## config.mk

```make
export PLATFORM = sky130hd
export DESIGN_NAME = propagation_timer_flat
export DESIGN_NICKNAME = d
export VERILOG_FILES = /design/src/rtl/propagation_timer_if.sv /design/src/rtl/propagation_timer.sv /design/src/flat_wrapper.sv
export SDC_FILE = /design/constraint.sdc
export NUM_CORES = 1
export LEC_CHECK = 0
export ABC_AREA = 1
export ABC_CLOCK_PERIOD_IN_PS = 5500
export BUFFER_PORTS_ARGS = -buffer_cell sky130_fd_sc_hd__buf_2
export CAP_MARGIN = 10
export CORE_ASPECT_RATIO = 2
export CORE_MARGIN = 8
export CORE_UTILIZATION = 62
export DETAILED_ROUTE_END_ITERATION = 12
export PLACE_DENSITY = 0.84
export SETUP_SLACK_MARGIN = 0.4
export SYNTH_ARGS = -nofsm -noshare
export SYNTH_HDL_FRONTEND = slang
export SYNTH_SLANG_ARGS = --single-unit
```

## constraint.sdc

```tcl
create_clock -name i_Clk -period 5.5 [get_ports i_Clk]
set_input_delay 1.1 -clock i_Clk [delete_from_list [all_inputs] [get_ports i_Clk]]
set_output_delay 1.1 -clock i_Clk [all_outputs]
set_load 0.01 [all_outputs]
```

## src/rtl/propagation_timer_if.sv

```systemverilog
`timescale 1ns/1ps
`default_nettype none
// ============================================================================
// Module   : propagation_timer_if
// Brief    : Control/result bundle between the pulse converters and the timer.
// Revision : 1.0
// ============================================================================
interface propagation_timer_if #(
   parameter int CNT_WIDTH = 16
);
   logic                 i_Enable;
   logic                 i_Start;
   logic                 i_Stop;
   logic [CNT_WIDTH-1:0] o_Count;
   logic                 o_Valid;
   logic                 o_Timeout;
   logic                 o_Busy;

   modport master (
      output i_Enable, i_Start, i_Stop,
      input  o_Count, o_Valid, o_Timeout, o_Busy
   );

   modport slave (
      input  i_Enable, i_Start, i_Stop,
      output o_Count, o_Valid, o_Timeout, o_Busy
   );
endinterface
`default_nettype wire

```

## src/rtl/propagation_timer.sv

```systemverilog
`timescale 1ns/1ps
`default_nettype none
// ============================================================================
// Module   : propagation_timer
// Brief    : Counts clock cycles from a start pulse to a stop pulse, with timeout.
// Revision : 1.0
// ============================================================================
module propagation_timer #(
   parameter int CNT_WIDTH = 16,
   parameter int TIMEOUT   = 65535
) (
   input  wire logic          i_Clk,
   input  wire logic          i_Rst_n,
   propagation_timer_if.slave tmr
);
   localparam logic [1:0] c_IDLE  = 2'd0;
   localparam logic [1:0] c_COUNT = 2'd1;
   localparam logic [1:0] c_DONE  = 2'd2;

   localparam logic [CNT_WIDTH-1:0] c_TIMEOUT = CNT_WIDTH'(TIMEOUT);
   localparam logic [CNT_WIDTH-1:0] c_ONE     = CNT_WIDTH'(1);

   logic [1:0]           r_state;
   logic [1:0]           w_next_state;
   logic [CNT_WIDTH-1:0] r_cnt;
   logic [CNT_WIDTH-1:0] w_cnt_next;
   logic [CNT_WIDTH-1:0] w_cnt_inc;
   logic [CNT_WIDTH-1:0] r_count;
   logic [CNT_WIDTH-1:0] w_count_next;
   logic                 r_valid;
   logic                 w_valid_next;
   logic                 r_timeout;
   logic                 w_timeout_next;
   logic                 r_busy;
   logic                 w_accept_start;
   logic                 w_hit_stop;
   logic                 w_hit_timeout;

   // cnt never exceeds TIMEOUT-1, so the increment cannot wrap.
   assign w_cnt_inc      = r_cnt + c_ONE;
   assign w_accept_start = tmr.i_Enable & tmr.i_Start;
   assign w_hit_stop     = tmr.i_Enable & tmr.i_Stop;
   assign w_hit_timeout  = tmr.i_Enable & ~tmr.i_Stop & (w_cnt_inc == c_TIMEOUT);

   always_ff @(posedge i_Clk or negedge i_Rst_n) begin
      if (!i_Rst_n) begin
         r_state <= c_IDLE;
      end else begin
         r_state <= w_next_state;
      end
   end

   always_comb begin
      w_next_state = r_state;
      case (r_state)
         c_IDLE: begin
            if (w_accept_start) begin
               w_next_state = c_COUNT;
            end
         end
         c_COUNT: begin
            if (!tmr.i_Enable) begin
               w_next_state = c_IDLE;
            end else if (w_hit_stop || w_hit_timeout) begin
               w_next_state = c_DONE;
            end
         end
         c_DONE: begin
            w_next_state = c_IDLE;
         end
         default: begin
            w_next_state = c_IDLE;
         end
      endcase
   end

   // Stop takes priority over timeout when both land on the same edge.
   always_comb begin
      w_cnt_next     = r_cnt;
      w_count_next   = r_count;
      w_valid_next   = 1'b0;
      w_timeout_next = 1'b0;
      case (r_state)
         c_IDLE: begin
            if (w_accept_start) begin
               w_cnt_next = '0;
            end
         end
         c_COUNT: begin
            if (!tmr.i_Enable) begin
               w_cnt_next = r_cnt;
            end else if (w_hit_stop) begin
               w_count_next = w_cnt_inc;
               w_valid_next = 1'b1;
            end else if (w_hit_timeout) begin
               w_count_next   = c_TIMEOUT;
               w_timeout_next = 1'b1;
            end else begin
               w_cnt_next = w_cnt_inc;
            end
         end
         default: begin
            w_cnt_next = r_cnt;
         end
      endcase
   end

   always_ff @(posedge i_Clk or negedge i_Rst_n) begin
      if (!i_Rst_n) begin
         r_cnt     <= '0;
         r_count   <= '0;
         r_valid   <= 1'b0;
         r_timeout <= 1'b0;
         r_busy    <= 1'b0;
      end else begin
         r_cnt     <= w_cnt_next;
         r_count   <= w_count_next;
         r_valid   <= w_valid_next;
         r_timeout <= w_timeout_next;
         r_busy    <= (w_next_state == c_COUNT);
      end
   end

   assign tmr.o_Count   = r_count;
   assign tmr.o_Valid   = r_valid;
   assign tmr.o_Timeout = r_timeout;
   assign tmr.o_Busy    = r_busy;
endmodule
`default_nettype wire
```

## src/flat_wrapper.sv

```systemverilog
// flat-port wrapper written by rule: the top's interface ports become plain ports
module propagation_timer_flat 
#(
   parameter int CNT_WIDTH = 16,
   parameter int TIMEOUT   = 65535
)
  (i_Clk, i_Rst_n, tmr_i_Enable, tmr_i_Start, tmr_i_Stop, tmr_o_Count, tmr_o_Valid, tmr_o_Timeout, tmr_o_Busy);
  propagation_timer_if #(.CNT_WIDTH(CNT_WIDTH)) tmr_i ();
  input  wire logic i_Clk;
  input  wire logic i_Rst_n;
  input wire logic [$bits(tmr_i.i_Enable)-1:0] tmr_i_Enable;
  input wire logic [$bits(tmr_i.i_Start)-1:0] tmr_i_Start;
  input wire logic [$bits(tmr_i.i_Stop)-1:0] tmr_i_Stop;
  output wire logic [$bits(tmr_i.o_Count)-1:0] tmr_o_Count;
  output wire logic [$bits(tmr_i.o_Valid)-1:0] tmr_o_Valid;
  output wire logic [$bits(tmr_i.o_Timeout)-1:0] tmr_o_Timeout;
  output wire logic [$bits(tmr_i.o_Busy)-1:0] tmr_o_Busy;
  assign tmr_i.i_Enable = tmr_i_Enable;
  assign tmr_i.i_Start = tmr_i_Start;
  assign tmr_i.i_Stop = tmr_i_Stop;
  assign tmr_o_Count = tmr_i.o_Count;
  assign tmr_o_Valid = tmr_i.o_Valid;
  assign tmr_o_Timeout = tmr_i.o_Timeout;
  assign tmr_o_Busy = tmr_i.o_Busy;
  propagation_timer #(.CNT_WIDTH(CNT_WIDTH), .TIMEOUT(TIMEOUT)) u_core (.i_Clk(i_Clk), .i_Rst_n(i_Rst_n), .tmr(tmr_i));
endmodule
```

# --- Word-level counts from Yosys, hierarchy flattened ---
# Index checks and enable logic that the tools add are counted.
totals:
  reg_bits: 37
  latch_bits: 0
  ramBits: 0
  rom_bits: 0
  output_inout_bits: 19
  wordCells: 43
  memories: 0
classes:
  n_addsub: 1
  multipliers: 0
  div: 0
  order_cmp: 0
  n_eq_ne: 7
  shift: 0
  muxes: 18
  n_bitwise: 5
  reduce_logical: 6
ops:
  columns: ["op", "n"]
  rows:
  - ["two-way mux 16 bit", 6]
  - ["one-hot mux 16 bit (2 select lines)", 1]
  - ["adder 16 x 1 -> 16 bit, second input constant", 1]
  - ["== test 16 bit, second input constant", 1]
  - ["two-way mux 1 bit", 7]
  - ["two-way mux 2 bit", 3]
  - ["!= test 2 bit, second input constant", 3]
  - ["AND reduction 5 bit", 1]
  - ["bitwise AND 1 bit", 4]
  - ["== test 2 x 1 -> 1 bit, second input constant", 2]
  - ["one-hot mux 2 bit (2 select lines)", 1]
  - ["nonzero test 2 bit", 2]
  - ["AND reduction 3 bit", 1]
  - ["logical NOT 2 bit", 1]
  - ["!= test 2 x 1 -> 1 bit, second input constant", 1]
  - ["logical OR 1 bit", 1]
  - ["NOT 1 bit", 1]

# --- Longest topological paths before layout ---
logic_depth:
  ltp_word: 8
  mapped_depth: 15

# --- Worst setup path after synthesis ---
# OpenSTA, ideal clock, no wires.
synth_timing:
  kind: "input -> register"
  startpoint: "input port tmr_i_Stop"
  endpoint: "register u_core.r_count[10] (netlist: u_core.tmr.o_Count[10])"
  setup_ns: 0.117
  t_arrival_ns: 2.289
  required_ns: 5.383
  path_slack_ns: 3.094
  path_stages: 13
  cell_sequence: "inv_1 > nand3_1 > nor2_1 > nand3_1 > nor2_1 > nand2_1 > nor2_2 > nand2_4 > nand2_8 > nand2_4 > buf_6 > nand2_1 > nand2_1"
synth_between:
  elab_chain_cells: 5
  elab_cells_between_ends: 7
synth_lines:
  columns: ["element", "line", "rtl"]
  rows:
  - ["start, declared", "flat_wrapper.sv:13", "input wire logic [$bits(tmr_i.i_Stop)-1:0] tmr_i_Stop;"]
  - ["NOT 1 bit", "propagation_timer.sv:43", "assign w_hit_timeout = tmr.i_Enable & ~tmr.i_Stop & (w_cnt_inc == c_TIMEOUT);"]
  - ["bitwise AND 1 bit (2 in a row)", "propagation_timer.sv:43", null]
  - ["nonzero test 2 bit (no line)", null, null]
  - ["AND reduction 3 bit (no line)", null, null]
  - ["end signal, assigned", "propagation_timer.sv:117", "r_count <= w_count_next;"]
  - ["end, declared", "propagation_timer.sv:28", "logic [CNT_WIDTH-1:0] r_count;"]
# Several ways; a longest one is shown, not always the timed one.
# A chain may end at the register's enable or synchronous reset.

# --- Worst setup path in the final report ---
layout_timing:
  startpoint: "input port tmr_i_Stop"
  endpoint: "register u_core.r_count[2] (netlist: u_core.tmr.o_Count[2])"
# Same word-level chain as after synthesis.

==> flow_summary.ini <==
[global_routing]
grt-ovfl-total = 0
antenna_found_initial = 0
grt_use_total = 0.1730
grt_pass1_wl_um = 7990
grt_max_degree = 38
grt_pass1_vias = 1818

[final_layout]
layout_commonest_cell = nand2_1
num-nets-final = 315
area_growth_syn_to_layout_pct = 8.815
drive_gt1_frac = 0.1294
diodes = 0
layout.cells.most_common_list = 110 x nand2_1, 61 x nand3_1, 37 x dfrtp_1
fin_area_sq_um = 2286

[floorplan]
num_rows = 30
die_area_sq_um = 5620
core_sq_um = 3303
start_util = 0.6360
die_y_um = 98.32
ios = 24
die_w_um = 57.16

[synthesis]
synth_top_cell_by_area = dfrtp_1
synth_warnings = 0
syn_inst = 286
ys_seq_area_frac = 0.4407
synthesis.area_sq_um = 2101
syn-num-nets = 293
synth_area_leaders = dfrtp_1 44%, nand2_1 20%, nand3_1 15%
ys_types = 21
synth.top_cell.area_share = 0.4407
ys_ff_latch = 37
syn_avg_cell_area_sq_um = 7.345

[sta]
finalCritPeriodShare = 0.4627
rsz0062_at_grt = false
layout_min_cycle_time_ps = 2545
setup_viol = 0
hold_slack_ps = 464.0
fin_worst_skew_ps = 4.118
worstMarginPinSlew_ps = 1182
setup_tns_ps = 0
slew_viol_final = 0
fmax_mhz = 393.0
hold_viol = 0
slew_headroom = 0.2093

[setup_path]
r2r_setup_slack_ps = 3130
r2r-start = u_core.r_cnt[1]
crit_slowest_cell = nand2_4
cp_max_fo = 19
required_ps = 5680
critical-path-max-stage-delay_ps = 190
path_common_cell = nand2_1
path_delay_family = simple AND/OR/NAND/NOR gates
cp.arrival_ps = 2720
critPathBufInv = 2
crit_type = primary input to flip-flop
endpoint_kind = flip-flop
timing.rr.end = u_core.tmr.o_Count[2]
start_kind = primary input
worstPathCellList = buf_2 > inv_1 > nand3_1 > nor2_1 > nand3_1 > nor2_1 > nand2_1 > nor2_2 > nand2_4 > nand2_8 > nand2_4 > nand2_1 > nand2_1
rr_worst_depth = 14

[clocking]
post_cts_resized = 0
htreeDepth = 2
cts.sinks = 37
clk_pin_slew_ps = 60
clock_latency_ps = 290
clock_path_buffers = 2
hold_buffers = 0
cts_tree = done
cts_setup_buffers = 0
ctsRootBufferMaster = clkbuf_8
numCtsBuffers = 5

[detailed_routing]
totalWireLength_um = 4517
drt_first_pass_iters = 4
drc = 0
post_drt_wl_per_cell_um = 13.25
via_per_inst = 5.545
drt_iter0_drc = 81
vias = 1891
antenna_left = 0

[worst_hold_path]
holdPathEnd = u_core.tmr.o_Count[6]
hp-start = u_core.tmr.o_Count[6]
hold_class = flip-flop to flip-flop
min_path_cells = 2

[status]
status = finished clean

[power]
leakage_nw = 1.207
p_per_area_nw_per_um2 = 274.0
ir_worst_vdd_mv = 0.1785

[placement]
place.gp.congestion = 0.8984
dpl.hpwl_um = 3509
io_buffer_count = 23
placed_area_sq_um = 2206

[job]
maxCapViolCount = 0
[cell type report]
cell class	instances	area, sq um
Tap cell	32	40.04
Inverter	23	86.33
Sequential cell	37	925.9
Timing Repair Buffer	23	115.1
Clock buffer	8	80.08
Multi-Input combinational cell	218	1039
Fill cell	271	1017
[worst max-delay path by stage]
stage | startpoint | to | cells past startpoint | slack (ps)
after global placement | tmr_i_Stop | u_core.tmr.o_Count[8] | 13 | 2670
after floorplan | tmr_i_Stop | u_core.tmr.o_Count[10] | 13 | 3090
final | tmr_i_Stop | u_core.tmr.o_Count[2] | 13 | 2960
after global routing | tmr_i_Stop | u_core.tmr.o_Count[15] | 13 | 2790
after detailed placement | tmr_i_Stop | u_core.tmr.o_Count[2] | 13 | 2620
after CTS | tmr_i_Stop | u_core.tmr.o_Count[2] | 13 | 2930
[cell usage after synthesis]
| cell type | count |
|---|---|
| nand2_1 | 110 |
| nand3_1 | 61 |
| dfrtp_1 | 37 |
| inv_1 | 22 |
| nor2_1 | 18 |
| nand4_1 | 11 |
| clkbuf_1 | 4 |
| nand2_4 | 3 |
| nor2_4 | 3 |
| buf_6 | 2 |
| ha_1 | 2 |
| nand3b_1 | 2 |
| nor2_2 | 2 |
| o21ai_0 | 2 |
| buf_2 | 1 |
| buf_4 | 1 |
| clkinv_1 | 1 |
| nand2_2 | 1 |
| nand2_8 | 1 |
| nor3_4 | 1 |
| o21bai_2 | 1 |
[per-layer routing]
metal / track usage / vias to the layer above / share of wire
li1: - / 966 / -
met1: 0.1902 / 859 / 0.40
met2: 0.2838 / 58 / 0.52
met3: 0.05714 / 8 / 0.063
met4: 0.08727 / 0 / 0.021
met5: 0 / - / 0
[metrics by stage]
step / utilization / worst slack [ps] / power [mW] / std cells
finish: 0.6920 / 2955 / 0.6264 / 341
global placement: 0.6678 / 2669 / 0.4555 / 333
detailed placement: 0.6678 / 2622 / 0.4605 / 333
CTS: 0.6920 / 2932 / 0.6378 / 341
global route: 0.6920 / 2785 / 0.6668 / 341
floorplan: - / 3094 / 0.4053 / 286
[worst min-delay path, stage by stage, from the launching register on]
cell and delay (ps):
dfrtp_1 340, nand2_1 50, nand2_1 40
[sequential cells by signal (all words and copies together), names as in the netlist]
name,cells
u_core.tmr.o_Busy,1
u_core.tmr.o_Count,16
u_core.r_cnt,16
u_core.r_state,2
u_core.tmr.o_Timeout,1
u_core.tmr.o_Valid,1
[logic make-up (layout without fill, tap and decap cells)]
kind of cell / Yosys count / count (layout) / synth area share
AND/OR/NAND/NOR: 213 / 213 / 0.4723
buffers and inverters: 31 / 54 / 0.06491
adder cells (fa/ha/maj): 2 / 2 / 0.01191
AO/OA/AOI/OAI: 3 / 3 / 0.01012
flip-flops: 37 / 37 / 0.4407
[power by group]
group	switching, mW	internal, mW
Clock	0.0859	0.0898
Combinational	0.0742	0.0465
Sequential	0.0189	0.311
Total	0.179	0.447
Power figures use the tool's default switching activity.
